$ cat src/rtl/maj_tree_pipe_if.sv
// Handshake, config and status bundle for maj_tree_pipe.
// Ports: in_* token input, cfg_* leaf mask load, out_* result and transfer count.
interface maj_tree_pipe_if #(
    parameter int WIDTH  = 1,
    parameter int LEVELS = 2,
    parameter int CNTW   = 16
);
    localparam int L = 3 ** LEVELS;

    logic                 in_valid;
    logic                 in_ready;
    logic [L*WIDTH-1:0]   in_data;
    logic [1:0]           in_mode;
    logic                 cfg_we;
    logic [L-1:0]         cfg_inv;
    logic                 out_valid;
    logic                 out_ready;
    logic [WIDTH-1:0]     out_data;
    logic [CNTW-1:0]      out_count;

    modport master (
        output in_valid, in_data, in_mode, cfg_we, cfg_inv, out_ready,
        input  in_ready, out_valid, out_data, out_count
    );

    modport slave (
        input  in_valid, in_data, in_mode, cfg_we, cfg_inv, out_ready,
        output in_ready, out_valid, out_data, out_count
    );
endinterface

$ cat src/rtl/maj_tree_pipe.sv
// Pipelined ternary gate tree (MAJ3/AND3/OR3) over 3^LEVELS masked leaves.
// Ports: clk, rst (sync, active-high), bus (slave side of maj_tree_pipe_if).
module maj_tree_pipe #(
    parameter int WIDTH  = 1,
    parameter int LEVELS = 2,
    parameter int CNTW   = 16
) (
    input  logic           clk,
    input  logic           rst,
    maj_tree_pipe_if.slave bus
);
    localparam int L     = 3 ** LEVELS;
    // Every stage is packed into one flat vector, stage 1 first, root last.
    localparam int NODES = (L - 1) / 2;
    localparam int TW    = NODES * WIDTH;

    // Node offset of stage k inside the flat stage vector.
    function automatic int stage_off(input int k);
        int s;
        s = 0;
        for (int j = 1; j < k; j++) begin
            s += 3 ** (LEVELS - j);
        end
        return s;
    endfunction

    function automatic logic [WIDTH-1:0] gate3(
        input logic [1:0]       m,
        input logic [WIDTH-1:0] a,
        input logic [WIDTH-1:0] b,
        input logic [WIDTH-1:0] c
    );
        logic [WIDTH-1:0] y;
        case (m)
            2'b01:   y = a & b & c;
            2'b10:   y = a | b | c;
            default: y = (a & b) | (a & c) | (b & c);
        endcase
        return y;
    endfunction

    logic [L-1:0]        r_inv;
    logic [TW-1:0]       r_tree;
    logic [LEVELS-1:0]   r_valid;
    logic [2*LEVELS-1:0] r_mode;
    logic [CNTW-1:0]     r_count;

    logic [L*WIDTH-1:0]  w_leaf;
    logic [TW-1:0]       w_tree_nxt;
    logic [LEVELS-1:0]   w_valid_nxt;
    logic [2*LEVELS-1:0] w_mode_nxt;
    logic                w_stall;
    logic                w_out_xfer;
    logic                w_unused_mode;

    assign w_stall    = r_valid[LEVELS-1] & ~bus.out_ready;
    assign w_out_xfer = r_valid[LEVELS-1] & bus.out_ready;

    assign bus.in_ready  = ~w_stall;
    assign bus.out_valid = r_valid[LEVELS-1];
    assign bus.out_data  = r_tree[TW-1 -: WIDTH];
    assign bus.out_count = r_count;

    // The root stage mode is carried for completeness but feeds nothing.
    assign w_unused_mode = ^r_mode[2*LEVELS-1 -: 2];

    genvar gi, gk, gj;
    generate
        // Leaf inversion applies to every lane of that leaf.
        for (gi = 0; gi < L; gi++) begin : g_leaf
            assign w_leaf[gi*WIDTH +: WIDTH] =
                bus.in_data[gi*WIDTH +: WIDTH] ^ {WIDTH{r_inv[gi]}};
        end

        for (gk = 1; gk <= LEVELS; gk++) begin : g_stage
            localparam int NK  = 3 ** (LEVELS - gk);
            localparam int OFF = stage_off(gk) * WIDTH;

            logic [3*NK*WIDTH-1:0] w_src;
            logic [1:0]            w_mode;

            if (gk == 1) begin : g_first
                assign w_src          = w_leaf;
                assign w_mode         = bus.in_mode;
                assign w_valid_nxt[0] = bus.in_valid;
            end else begin : g_next
                localparam int POFF = stage_off(gk - 1) * WIDTH;
                assign w_src             = r_tree[POFF +: 3*NK*WIDTH];
                assign w_mode            = r_mode[2*(gk-2) +: 2];
                assign w_valid_nxt[gk-1] = r_valid[gk-2];
            end

            assign w_mode_nxt[2*(gk-1) +: 2] = w_mode;

            for (gj = 0; gj < NK; gj++) begin : g_node
                assign w_tree_nxt[OFF + gj*WIDTH +: WIDTH] = gate3(
                    w_mode,
                    w_src[(3*gj)*WIDTH   +: WIDTH],
                    w_src[(3*gj+1)*WIDTH +: WIDTH],
                    w_src[(3*gj+2)*WIDTH +: WIDTH]
                );
            end
        end
    endgenerate

    always_ff @(posedge clk) begin
        if (rst) begin
            r_inv   <= '0;
            r_tree  <= '0;
            r_valid <= '0;
            r_mode  <= '0;
            r_count <= '0;
        end else begin
            // Mask loads even while stalled; the accepting token sees the old mask.
            if (bus.cfg_we) begin
                r_inv <= bus.cfg_inv;
            end
            // Whole pipe freezes on stall, so nothing inside can be lost.
            if (!w_stall) begin
                r_tree  <= w_tree_nxt;
                r_valid <= w_valid_nxt;
                r_mode  <= w_mode_nxt;
            end
            if (w_out_xfer) begin
                r_count <= r_count + CNTW'(1);
            end
        end
    end
endmodule

$ cat src/flat_wrapper.sv
// flat-port wrapper written by rule: the top's interface ports become plain ports
module maj_tree_pipe_flat 
#(
    parameter int WIDTH  = 1,
    parameter int LEVELS = 2,
    parameter int CNTW   = 16
)
  (clk, rst, bus_in_valid, bus_in_data, bus_in_mode, bus_cfg_we, bus_cfg_inv, bus_out_ready, bus_in_ready, bus_out_valid, bus_out_data, bus_out_count);
  maj_tree_pipe_if #(.WIDTH(WIDTH), .LEVELS(LEVELS), .CNTW(CNTW)) bus_i ();
  input  logic clk;
  input  logic rst;
  input wire logic [$bits(bus_i.in_valid)-1:0] bus_in_valid;
  input wire logic [$bits(bus_i.in_data)-1:0] bus_in_data;
  input wire logic [$bits(bus_i.in_mode)-1:0] bus_in_mode;
  input wire logic [$bits(bus_i.cfg_we)-1:0] bus_cfg_we;
  input wire logic [$bits(bus_i.cfg_inv)-1:0] bus_cfg_inv;
  input wire logic [$bits(bus_i.out_ready)-1:0] bus_out_ready;
  output wire logic [$bits(bus_i.in_ready)-1:0] bus_in_ready;
  output wire logic [$bits(bus_i.out_valid)-1:0] bus_out_valid;
  output wire logic [$bits(bus_i.out_data)-1:0] bus_out_data;
  output wire logic [$bits(bus_i.out_count)-1:0] bus_out_count;
  assign bus_i.in_valid = bus_in_valid;
  assign bus_i.in_data = bus_in_data;
  assign bus_i.in_mode = bus_in_mode;
  assign bus_i.cfg_we = bus_cfg_we;
  assign bus_i.cfg_inv = bus_cfg_inv;
  assign bus_i.out_ready = bus_out_ready;
  assign bus_in_ready = bus_i.in_ready;
  assign bus_out_valid = bus_i.out_valid;
  assign bus_out_data = bus_i.out_data;
  assign bus_out_count = bus_i.out_count;
  maj_tree_pipe #(.WIDTH(WIDTH), .LEVELS(LEVELS), .CNTW(CNTW)) u_core (.clk(clk), .rst(rst), .bus(bus_i));
endmodule
$ cat config.mk
export PLATFORM = sky130hd
export DESIGN_NAME = maj_tree_pipe_flat
export DESIGN_NICKNAME = d
export VERILOG_FILES = /design/src/rtl/maj_tree_pipe_if.sv /design/src/rtl/maj_tree_pipe.sv /design/src/flat_wrapper.sv
export SDC_FILE = /design/constraint.sdc
export NUM_CORES = 1
export LEC_CHECK = 0
export CORE_UTILIZATION = 53
export DETAILED_ROUTE_END_ITERATION = 7
export DONT_BUFFER_PORTS = 1
export PLACE_DENSITY_LB_ADDON = 0.12
export SYNTH_ARGS = -nofsm -noshare
export SYNTH_HDL_FRONTEND = slang
export SYNTH_SLANG_ARGS = --single-unit
$ cat constraint.sdc
create_clock -name clk -period 5.1 [get_ports clk]
set_clock_uncertainty 0.1 [all_clocks]
set_input_delay 1.02 -clock clk [delete_from_list [all_inputs] [get_ports clk]]
set_output_delay 1.02 -clock clk [all_outputs]
set_load 0.01 [all_outputs]
==> results of run 1 <==
cells by family (layout without fill, tap and decap cells):
| logic type | Yosys count | after routing |
|---|---|---|
| compound gates | 32 | 32 |
| xor+xnor | 19 | 19 |
| fa+ha+maj | 5 | 5 |
| buf+inv | 12 | 14 |
| flops | 33 | 33 |
| mux | 9 | 9 |
| simple gates | 75 | 75 |
through the flow:
stage,cell area (µm²),util (%),setup WS [ps]
6_report,1678,59.81,2036
3_3_place_gp,1593,56.78,2095
3_5_place_dp,1593,56.78,2019
2_1_floorplan,1594,-,2362
5_1_grt,1678,59.81,1930
4_1_cts,1678,59.81,2025
where the power goes:
part	leakage (nW)	total, mW	switching, mW	internal, mW
Combinational	0.305	0.0446	0.0225	0.0221
Clock	0.0455	0.206	0.0888	0.117
Sequential	0.270	0.277	0.00907	0.268
worst reg2reg max path, stage by stage, from the launching register on:
cell	delay [ps]
dfxtp_1	490
nor2b_1	570
clkinv_1	440
nand2_1	200
a21oi_1	80
metal layers:
layer / GRT usage, % / wire, µm
met3: 6.452 / 218
met5: 0 / 0
met1: 26.47 / 1388
met4: 11.85 / 55
met2: 36.05 / 1394
final timing paths:
check	startpoint	end	slack (ps)	cells past startpoint
hold reg to reg	u_core.r_valid[0]$_SDFFE_PP0N_	u_core.r_valid[0]$_SDFFE_PP0N_	360	2
setup / recovery	bus_out_ready	bus_in_ready	2040	2
setup reg to reg	u_core.r_valid[1]$_SDFFE_PP0N_	u_core.r_valid[0]$_SDFFE_PP0N_	3120	4
hold / removal	u_core.r_valid[0]$_SDFFE_PP0N_	u_core.r_valid[0]$_SDFFE_PP0N_	360	2
state kept, by name, summed over array words and instances (netlist names):
register and cells:
u_core.r_tree 4, u_core.r_mode 2, u_core.bus.out_count 16, u_core.r_inv 9, u_core.r_valid 2
placed cells by master (no fill, tap or decap), types with 2 or more instances in the layout:
| cell | Yosys | final |
|---|---|---|
| nor3b_1 | 3 | 3 |
| a21oi_1 | 15 | 15 |
| a31oi_1 | 2 | 2 |
| or3_1 | 5 | 5 |
| nand2_1 | 17 | 17 |
| nand3_1 | 3 | 3 |
| dfxtp_1 | 33 | 33 |
| a211oi_1 | 3 | 3 |
| o211ai_1 | 3 | 3 |
| nand4_1 | 3 | 3 |
| nor3_1 | 5 | 5 |
| xnor2_1 | 13 | 13 |
| mux2i_1 | 9 | 9 |
| o21ai_0 | 8 | 8 |
| xor2_1 | 6 | 6 |
| and4_1 | 2 | 2 |
| ha_1 | 5 | 5 |
| inv_1 | 5 | 5 |
| clkbuf_4 | 0 | 5 |
| nor2_1 | 29 | 29 |
final cells by class:
cell class | count | area [µm²] | area share [%]
multi-input cells | 140 | 870.8 | 51.90
flip-flops and latches | 33 | 660.6 | 39.37
clock buffers | 7 | 55.05 | 3.281
well taps | 31 | 38.79 | 2.312
clock inverters | 1 | 30.03 | 1.790
inverters | 6 | 22.52 | 1.342
==> key figures, run 1 <==
Global route
  – Total GRT Usage: between 20 and 25%
  – Grt total ovfl: 0
  – Largest net degree at the start of global routing: 34
  – Global-route wire length before repair: between 5000 and 6000 µm
  – Number of global-route vias before repair: roughly 1,300
  – Initial antenna violation count: 0

Pwr
  – VDD IR-drop max: between 0.0002 and 0.00025 V
  – Pwr Density: 314.4 nW/µm²
  – Tot Pwr: 0.5276 mW
  – Leak: between 0.6 and 0.7 nW

Critical path
  – Critical Path Start Type: input port
  – Critical path endpoint category: primary output
  – Critical Path Max Stage Delay: approximately 480 ps
  – Largest fanout on the critical path: 9
  – Worst Path Required: between 3000 and 4000 ps
  – Crit Path Category: in2out
  – Crit-path cells: nor2b_1 -> clkinv_1
  – Top delay family on crit path: simple AND/OR/NAND/NOR gates
  – Slowest CP cell: nor2b_1
  – WP buf/inv: 1
  – WP data arrival: slightly below 2000 ps

Layout
  – Share of cells above drive strength 1: 6.417%
  – Diode count: 0
  – Area grow syn2layout: 5.259%
  – Post-Layout Cell Count: 218
  – Nets: between 200 and 250
  – Filler Cell Count: between 200 and 300

Placed design
  – GPL Wtd Cong: between 0.7 and 0.8
  – Post-DP HPWL: about 2200 µm
  – PortBufs: 0
  – # placed instances: 210

Floorplanning
  – Die W: roughly 57 µm
  – Number of I/O pins: 44
  – Core footprint: 2805 µm²
  – Initial Util: 56.82%
  – Die H: 56.84 µm
  – Die area: ~3200 µm²
  – FP Rows: 19

Routing
  – DR pass1 iterations: 6
  – Initial DRC count: 36
  – Via density per instance: about 5.7
  – WL/cell: 14.02 µm
  – Post-route antenna net violation count: 0
  – DRC viols: 4
  – Post-Route WL: roughly 3100 µm
  – Via count: 1,253

STA
  – Min Tclk post-route: 3064 ps
  – Final hold vios: 0
  – Final setup viols: 0
  – Worst Max-Slew Pin Slew: roughly 630 ps
  – Slew headroom: 58.09%
  – F_max: ~330 MHz
  – Unrepaired setup endpoints after global routing: no
  – Fin Setup TNS: 0 ps
  – Pins Over Slew Limit: 0
  – Hold WS: around 360 ps
  – Fin crit share: ~60%

Clock tree
  – PostCTS Resize Cnt: 0
  – CTS buffer count: 5
  – CTS Buffer Depth: 2
  – CTS tree: built
  – CTS clock-pin slew for the worst setup and hold paths: about 100 ps
  – Hold Buf Count CTS: 0
  – Setup repair bufs after CTS: 0
  – Clk_lat worst skew: between 300 and 400 ps
  – H-tree Lvls: 2
  – Root buffer cell: clkbuf_4
  – TritonCTS sink count: 33

Yosys
  – Net Count, Synth: approximately 220
  – Synth Area in Simple Gates: a little under a quarter
  – Netlist cell types: 32
  – Adder-cell area share of the yosys netlist: between 3 and 4%
  – Yosys warns: 0
  – Cells after synthesis: ~190
  – Synth Area in Compound Gates: 11.22%
  – Predominant post-synthesis flop cell: dfxtp_1
  – Cell taking the most area after synthesis: dfxtp_1
  – Syn_area_per_cell: about 8.6 µm²
  – Commonest cells post-synth: dfxtp_1, nor2_1, nand2_1
  – Top-count cell post-synth: dfxtp_1
  – Sequential share of the synthesized area: roughly two fifths
  – Yosys top cell area share: 41.44%
  – EDFF count, synth: 0
  – Combinational family with the most area after synthesis: simple AND/OR/NAND/NOR gates
  – Mux cell area share after synthesis: 5.651%
  – Post-synth ARST share: 0%
  – Cell area after synthesis: about 1600 µm²
  – Post-synthesis xor/xnor area fraction: a little over a tenth
  – Yosys reg bits: 33
  – Top area cells in the synthesized netlist: dfxtp_1, xnor2_1, nor2_1

Min path
  – Worst Hold Class: reg2reg

Status
  – Status: complete, but fails checks
  – Failing checks: design-rule violations

Run
  – Max_cap viols: 0
Note: power is estimated with default switching activity, not from simulation.
==> run 2, diff against run 1 <==
==> constraint.sdc (replaced) <==
create_clock -name clk -period 2.8 [get_ports clk]
set_clock_uncertainty 0.1 [all_clocks]
set_input_delay 0.56 -clock clk [delete_from_list [all_inputs] [get_ports clk]]
set_output_delay 0.56 -clock clk [all_outputs]
set_load 0.01 [all_outputs]
==> key figures, run 2 (synthesized netlist as in run 1, its figures left out) <==
Status
  – Status: complete, but fails checks
  – Failing checks: design-rule violations

Layout
  – Max reg flops: 16
  – Area of the multi-input gates: approximately 870 µm²
  – Commonest non-fill, non-tap cell in the layout: dfxtp_1
  – Diode count: 0
  – Nets: ~220
  – Area grow syn2layout: 5.730%
  – Sequential cell area: around 660 µm²
  – Core Util, Final: 60.08%
  – Design area: approximately 1700 µm²
  – Filler Cell Count: roughly 260
  – Share of cells above drive strength 1: 6.915%
  – Post-Layout Cell Count: 219
  – Most frequent cells in the layout: dfxtp_1, nor2_1, nand2_1

Critical path
  – Largest fanout on the critical path: 9
  – WP buf/inv: 2
  – Crit Path Category: reg2out
  – Critical Path Max Stage Delay: 500 ps
  – Critical Path Start Type: flop
  – Worst Path Required: between 2000 and 2500 ps
  – Critical path endpoint category: primary output
  – Slowest CP cell: dfxtp_1
  – WP data arrival: 1440 ps
  – Top delay family on crit path: flip-flops
  – Crit-path cells: nor2b_1 -> buf_4 -> clkinv_1

Floorplanning
  – Core footprint: ~2800 µm²
  – Initial Util: between 50% and 60%
  – Die area: ~3200 µm²
  – FP Rows: 19
  – Die W: between 50 and 60 µm
  – Number of I/O pins: between 40 and 50
  – Die H: 56.84 µm

STA
  – Final WS setup: around 700 ps
  – Final hold vios: 0
  – Fin crit share: 75.10%
  – Final setup viols: 0
  – Unrepaired setup endpoints after global routing: no
  – Min Tclk post-route: 2103 ps
  – Fin Setup TNS: 0 ps
  – Pins Over Slew Limit: 0
  – Slew headroom: approximately four fifths
  – F_max: roughly 480 MHz
  – Worst Max-Slew Pin Slew: 324.0 ps

Global route
  – Total GRT Usage: a little over a fifth
  – Met1 usage: 26.40%
  – Global-route wire length before repair: around 5400 µm
  – M3 GR Usage: under 10%
  – Busiest layer in global routing: met2
  – Largest net degree at the start of global routing: 34
  – Number of global-route vias before repair: between 1,000 and 1,500
  – Grt total ovfl: 0
  – GR Util met2: 34.35%
  – Initial antenna violation count: 0

Routing
  – Via count: 1,265
  – Post-route antenna net violation count: 0
  – DR pass1 iterations: 6
  – DRC viols: 4
  – WL/cell: 14.24 µm
  – Via density per instance: a little under 6
  – Initial DRC count: 53
  – Post-Route WL: between 3000 and 4000 µm

Clock tree
  – CTS tree: built
  – H-tree Lvls: 2
  – CTS clock-pin slew for the worst setup and hold paths: ~100 ps
  – Hold Buf Count CTS: 0
  – Setup repair bufs after CTS: 0
  – CTS Buffer Depth: 2
  – Root buffer cell: clkbuf_4
  – TritonCTS sink count: 33
  – PostCTS Resize Cnt: 0
  – CTS buffer count: 5
  – Clk_lat worst skew: between 300 and 400 ps

Placed design
  – DP Area: between 1500 and 2000 µm²
  – Post-DP HPWL: about 2300 µm
  – PortBufs: 0
  – Pre-CTS setup slack: 857.3 ps
  – GPL Wtd Cong: 0.7615
  – # placed instances: approximately 210

Pwr
  – VDD IR-drop max: ~0.00043 V
  – Pwr Density: around 570 nW/µm²
  – Leak: about 0.63 nW

Min path
  – Worst Hold Class: in2reg

Run
  – Max_cap viols: 0
run 2: cell types whose count changed in the layout (fill, tap and decap cells not counted):
cell   change
buf_4      +1
run 2: final cells by class:
type                    instances  area share (%)
flip-flops and latches         33           39.20
clock inverters                 1           1.782
repair buffers                  1          0.4454
well taps                      31           2.301
clock buffers                   7           3.267
inverters                       6           1.336
multi-input cells             140           51.67
run 2: layer usage:
metal  vias up  wire length [µm]
met2        44              1398
met3         4               266
met1       573              1411
met4         0                42
li1        644                 -
met5         -                 0
run 2: worst register-to-register path: stages (launching register included):
cell and delay (ps):
dfxtp_1 520, nand4_2 170, or4_4 590, or3_1 370, a21oi_1 160
run 2: final timing paths:
| check | to | cells past startpoint | slack [ps] | start |
|---|---|---|---|---|
| hold / removal | u_core.r_mode[1]$_SDFFE_PP0N_ | 1 | 180 | rst |
| hold reg to reg | u_core.r_valid[0]$_SDFFE_PP0N_ | 2 | 360 | u_core.r_valid[0]$_SDFFE_PP0N_ |
| setup / recovery | bus_in_ready | 3 | 700 | u_core.r_valid[1]$_SDFFE_PP0N_ |
| setup reg to reg | u_core.bus.out_count[15]$_SDFFE_PP0P_ | 4 | 830 | u_core.bus.out_count[4]$_SDFFE_PP0P_ |
run 2: power breakdown:
group | internal, mW | leakage [nW] | switching (mW) | total [mW]
Clock | 0.213 | 0.0455 | 0.157 | 0.371
Combinational | 0.0409 | 0.310 | 0.0409 | 0.0818
Sequential | 0.488 | 0.270 | 0.0164 | 0.505
run 2: through the flow:
step / total power [mW] / hold slack, ps
floorplan: 0.5917 / 329.6
global placement: 0.5918 / 333.0
finish: 0.9571 / 183.2
global route: 1.006 / 150.5
CTS: 0.9645 / 175.2
detailed placement: 0.5965 / 341.3
==> run 3, diff against run 2 <==
==> constraint.sdc (replaced) <==
create_clock -name clk -period 1.95 [get_ports clk]
set_clock_uncertainty 0.1 [all_clocks]
set_input_delay 0.39 -clock clk [delete_from_list [all_inputs] [get_ports clk]]
set_output_delay 0.39 -clock clk [all_outputs]
set_load 0.01 [all_outputs]
==> key figures, run 3 (synthesized netlist as in run 1, its figures left out) <==
Status
  – Status: complete, but fails checks
  – Failing checks: design-rule violations

STA
  – Final WS setup: ~93 ps
  – Unrepaired setup endpoints after global routing: no
  – Min Tclk post-route: between 1500 and 2000 ps
  – Slew headroom: about four fifths
  – Worst Max-Slew Pin Slew: about 300 ps
  – Pins Over Slew Limit: 0
  – Final setup viols: 0
  – Fin crit share: 95.22%
  – F_max: 538.5 MHz
  – Fin Setup TNS: 0 ps
  – Final hold vios: 0

Critical path
  – Largest fanout on the critical path: 8
  – WP data arrival: ~1400 ps
  – Top delay family on crit path: buffers and inverters
  – RR Endpoint: u_core.bus.out_count[15]$_SDFFE_PP0P_
  – WP buf/inv: 2
  – Worst r2r src: u_core.bus.out_count[1]$_SDFFE_PP0P_
  – R2R setup slack: between 150 and 200 ps
  – Crit-path cells: buf_4 -> nor2b_1 -> clkinv_1
  – Crit Path Category: reg2out
  – Critical Path Max Stage Delay: roughly 370 ps
  – Slowest CP cell: dfxtp_1
  – Worst Path Required: approximately 1500 ps
  – Critical path endpoint category: primary output
  – R2R depth: 4
  – Critical Path Start Type: flop

Global route
  – Total GRT Usage: a little under a quarter
  – Number of global-route vias before repair: 1,339
  – Grt total ovfl: 0
  – Initial antenna violation count: 0
  – Global-route wire length before repair: 5589 µm
  – Largest net degree at the start of global routing: 34

Placed design
  – GPL Wtd Cong: 0.8097
  – Pre-CTS setup slack: between 150 and 200 ps
  – Post-DP HPWL: ~2500 µm
  – PortBufs: 0

Layout
  – Area of the multi-input gates: between 800 and 900 µm²
  – Filler Cell Count: 248
  – Max reg flops: 16
  – Area grow syn2layout: 9.655%
  – Diode count: 0
  – Most frequent cells in the layout: dfxtp_1, nor2_1, nand2_1
  – Nets: roughly 230
  – Share of cells above drive strength 1: between 10% and 20%
  – Commonest non-fill, non-tap cell in the layout: dfxtp_1
  – Sequential cell area: about 660 µm²

Routing
  – Initial DRC count: 60
  – DR pass1 iterations: 6
  – DRC viols: 4
  – WL/cell: between 10 and 15 µm
  – Via count: 1,304
  – Post-Route WL: 3269 µm
  – Post-route antenna net violation count: 0
  – Via density per instance: 5.670

Pwr
  – VDD IR-drop max: around 0.00045 V
  – Clock power share: 31.0%
  – Sw power: 0.2936 mW
  – Leak: between 0.6 and 0.7 nW
  – Pwr Density: between 700 and 800 nW/µm²
  – Switching Share: around a quarter
  – Flop pwr share: around three fifths
  – Internal Power: 0.9335 mW
  – Logic pwr share: roughly a tenth

Clock tree
  – H-tree Lvls: 2
  – CTS Buffer Depth: 2
  – CTS buffer count: 5
  – Setup repair bufs after CTS: 0
  – TritonCTS sink count: 33
  – Clk_lat worst skew: 330 ps
  – Root buffer cell: clkbuf_4
  – CTS tree: built
  – CTS clock-pin slew for the worst setup and hold paths: around 100 ps

Min path
  – Worst Hold End: u_core.bus.out_count[14]$_SDFFE_PP0P_
  – HP Start: rst
  – Worst Hold Path Cells: 1
  – Worst Hold Class: in2reg

Floorplanning
  – Core footprint: ~2800 µm²
  – Die area: around 3200 µm²
  – Initial Util: 56.82%
  – FP Rows: 19
  – Number of I/O pins: 44
  – Die W: 56.84 µm
  – Die H: approximately 57 µm

Run
  – Max_cap viols: 0
[run 3: area by class of cell]
class	instances	area share, %
Clock buffer	7	3.150
Sequential cell	33	37.80
Multi-Input combinational cell	140	49.82
Inverter	6	1.288
Timing Repair Buffer	13	5.727
Tap cell	31	2.219
[run 3: how the worst max path moves through the flow]
stage / from / endpoint / slack [ps] / depth (start not counted)
floorplan: u_core.bus.out_count[4]$_SDFFE_PP0P_ / u_core.bus.out_count[15]$_SDFFE_PP0P_ / 160 / 4
global placement: u_core.bus.out_count[1]$_SDFFE_PP0P_ / u_core.bus.out_count[15]$_SDFFE_PP0P_ / 220 / 4
detailed placement: u_core.bus.out_count[1]$_SDFFE_PP0P_ / u_core.bus.out_count[15]$_SDFFE_PP0P_ / 190 / 4
CTS: u_core.r_valid[1]$_SDFFE_PP0N_ / bus_in_ready / 90 / 3
global route: u_core.r_valid[1]$_SDFFE_PP0N_ / bus_in_ready / 10 / 3
finish: u_core.r_valid[1]$_SDFFE_PP0N_ / bus_in_ready / 90 / 3
[run 3: power by group through the flow]
stage / logic (mW) / clock network, mW / registers [mW]
after floorplan: 0.114 / 0 / 0.735
after global placement: 0.117 / 0 / 0.736
after detailed placement: 0.122 / 0 / 0.737
after CTS: 0.123 / 0.392 / 0.722
after global routing: 0.145 / 0.419 / 0.726
final: 0.125 / 0.380 / 0.722
[run 3: repair_timing]
action	4_1_cts	5_1_grt
resized for setup	0	0
endpoints found under the hold margin	0	5
hold buffers	0	1
[run 3: stage by stage]
| stage | hold slack [ps] | utilization [%] | power [mW] | area [µm²] | cells |
|---|---|---|---|---|---|
| floorplan | 329.6 | - | 0.8496 | 1594 | 185 |
| global placement | 340.2 | 59.99 | 0.8530 | 1683 | 222 |
| detailed placement | 346.6 | 59.99 | 0.8596 | 1683 | 222 |
| CTS | 2.654 | 61.95 | 1.237 | 1738 | 229 |
| global route | 1.797 | 62.31 | 1.290 | 1748 | 230 |
| finish | 13.21 | 62.31 | 1.227 | 1748 | 230 |
[run 3: worst register-to-register path: stages (launching register included)]
cell and delay, ps:
dfxtp_1 440, nand2_1 160, or4_4 540, or3_1 350, a21oi_1 140
[run 3: metal layers]
layer  part of all wire (%)  up-vias  track usage (%)
met5                      0        -                0
met4                    2.0        0            12.54
met3                    8.0        8            8.756
met2                     45       42            34.52
met1                     45      587            26.91
li1                       -      667                -
==> edit, RTL diff (config.mk and constraints of run 2) <==
`CNTW` is set to 16 in 3 places; all go to 32.
--- a/src/rtl/maj_tree_pipe_if.sv
+++ b/src/rtl/maj_tree_pipe_if.sv
@@ -3,7 +3,7 @@
 interface maj_tree_pipe_if #(
     parameter int WIDTH  = 1,
     parameter int LEVELS = 2,
-    parameter int CNTW   = 16
+    parameter int CNTW   = 32
 );
     localparam int L = 3 ** LEVELS;
 
--- a/src/rtl/maj_tree_pipe.sv
+++ b/src/rtl/maj_tree_pipe.sv
@@ -3,7 +3,7 @@
 module maj_tree_pipe #(
     parameter int WIDTH  = 1,
     parameter int LEVELS = 2,
-    parameter int CNTW   = 16
+    parameter int CNTW   = 32
 ) (
     input  logic           clk,
     input  logic           rst,
--- a/src/flat_wrapper.sv
+++ b/src/flat_wrapper.sv
@@ -3,7 +3,7 @@
 #(
     parameter int WIDTH  = 1,
     parameter int LEVELS = 2,
-    parameter int CNTW   = 16
+    parameter int CNTW   = 32
 )
   (clk, rst, bus_in_valid, bus_in_data, bus_in_mode, bus_cfg_we, bus_cfg_inv, bus_out_ready, bus_in_ready, bus_out_valid, bus_out_data, bus_out_count);
   maj_tree_pipe_if #(.WIDTH(WIDTH), .LEVELS(LEVELS), .CNTW(CNTW)) bus_i ();
Ports: changed (resized bus_out_count); port bits go from 44 to 60. No check against the original RTL was run, so the function may have changed too.
==> edit against run 2 <==
Cell area is 44% higher; via count grew 35%; total power up 39%; sequential cell count grew 16; synthesized cell count is 43% higher; wire length is 31% higher; setup slack better by 79 ps; area after synthesis up 43%; largest cell class unchanged; largest power group unchanged.
==> edit: results (changes against run 2) <==
| Metric | Value |
|---|---|
| Outcome | complete, no violations |
| First-pass GRT wire length | 6.51 mm (+21%) |
| Slowest cell delay on critical path | 450 ps (-50 ps) |
| Dpl cells | 306 (+45%) |
| Largest net degree at the start of global routing | 50 (+47%) |
| Leak | 0.944 nW (+51%) |
| Clock Latency Late Sink | 300 ps (-30 ps) |
| Reg power frac | 0.550 (+0.023) |
| Number of global-route vias before repair | 1473 (+17%) |
| Detailed Place HPWL | 2.87 mm (+25%) |
| Port Buf Inserts | 0 (unchanged) |
| Placed Area | 0.00231 mm² (+44%) |
| Met2 wire length | 1.67 mm (+19%) |
| Post-synthesis sequential area ratio | 0.431 (+0.0166) |
| Pwr dens | 547 mW/mm² (-3.6%) |
| ANT cells | 0 (unchanged) |
| Distinct cell type count after synthesis | 29 (-9.4%) |
| Syn avg cell area | 8.59 µm² (-0.32%) |
| Tot GR Track Use | 0.195 (-0.0247) |
| Max VDD drop | 0.369 mV (-15%) |
| Max reg flops | 32 (+16) |
| Top post-synthesis cells by count | 49 x dfxtp_1, 47 x nor2_1, 31 x xor2_1 |
| Via-to-Cell Ratio | 5.44 (-5.8%) |
| Pre-CTS setup slack | 842 ps (-15.7 ps) |
| Xor-xnor portion of the synthesized cell area | 0.150 (+0.0457) |
| Power Internal | 1.05 mW (+41%) |
| Post-DR wirelength/cell | 13.1 µm (-8.3%) |
| Met3 wire len | 310 µm (+17%) |
| RePlAce Congestion | 0.752 (-1.2%) |
| M1 WL | 2.08 mm (+47%) |
| Final net count | 293 (+35%) |
| DRT Wirelength | 4.10 mm (+31%) |
| Max Buffers Root-to-Sink | 2 (unchanged) |
| Signal arrival time at the worst endpoint | 1360 ps (-80 ps) |
| Area contributors post-synth | dfxtp_1 43%, xor2_1 12%, nor2_1 7.8% |
| Clk root buf | clkbuf_8 |
| Post-synth net total | 295 (+37%) |
| Synth Area in Adders | 0.0275 (-0.0118) |
| Clk power | 0.518 mW (+40%) |
| Drt pass-1 iters | 4 (-2) |
| Share of cells above drive strength 1 | 0.0530 (-0.0161) |
| Iter 0 DRT Violations | 71 (+34%) |
| Multiplexer share of the synthesized area | 0.0396 (-0.0169) |
| Slew Limit Headroom | 0.656 (-0.126) |
[edit: per-layer routing]
metal,up-vias,GRT usage
li1,893,-
met1,763,0.261
met2,49,0.269
met3,4,0.0845
met4,0,0.0798
met5,-,0
[edit: worst paths after layout]
kind	start	slack, ps	cells past startpoint	end
worst min-delay path	rst	220	1	u_core.r_inv[3]
worst min register to register	u_core.r_valid[0]	350	2	u_core.r_valid[0]
worst max register to register	u_core.bus.out_count[5]	820	5	u_core.bus.out_count[31]
worst max-delay path	u_core.r_valid[1]	780	3	bus_in_ready
[edit: layout make-up]
| cell class | instances | area (µm²) |
|---|---|---|
| Fill cell | 386 | 1630 |
| Multi-Input combinational cell | 197 | 1220 |
| Sequential cell | 49 | 981 |
| Clock buffer | 7 | 86.3 |
| Tap cell | 50 | 62.6 |
| Clock inverter | 1 | 30.0 |
| Timing Repair Buffer | 4 | 30.0 |
| Inverter | 6 | 22.5 |
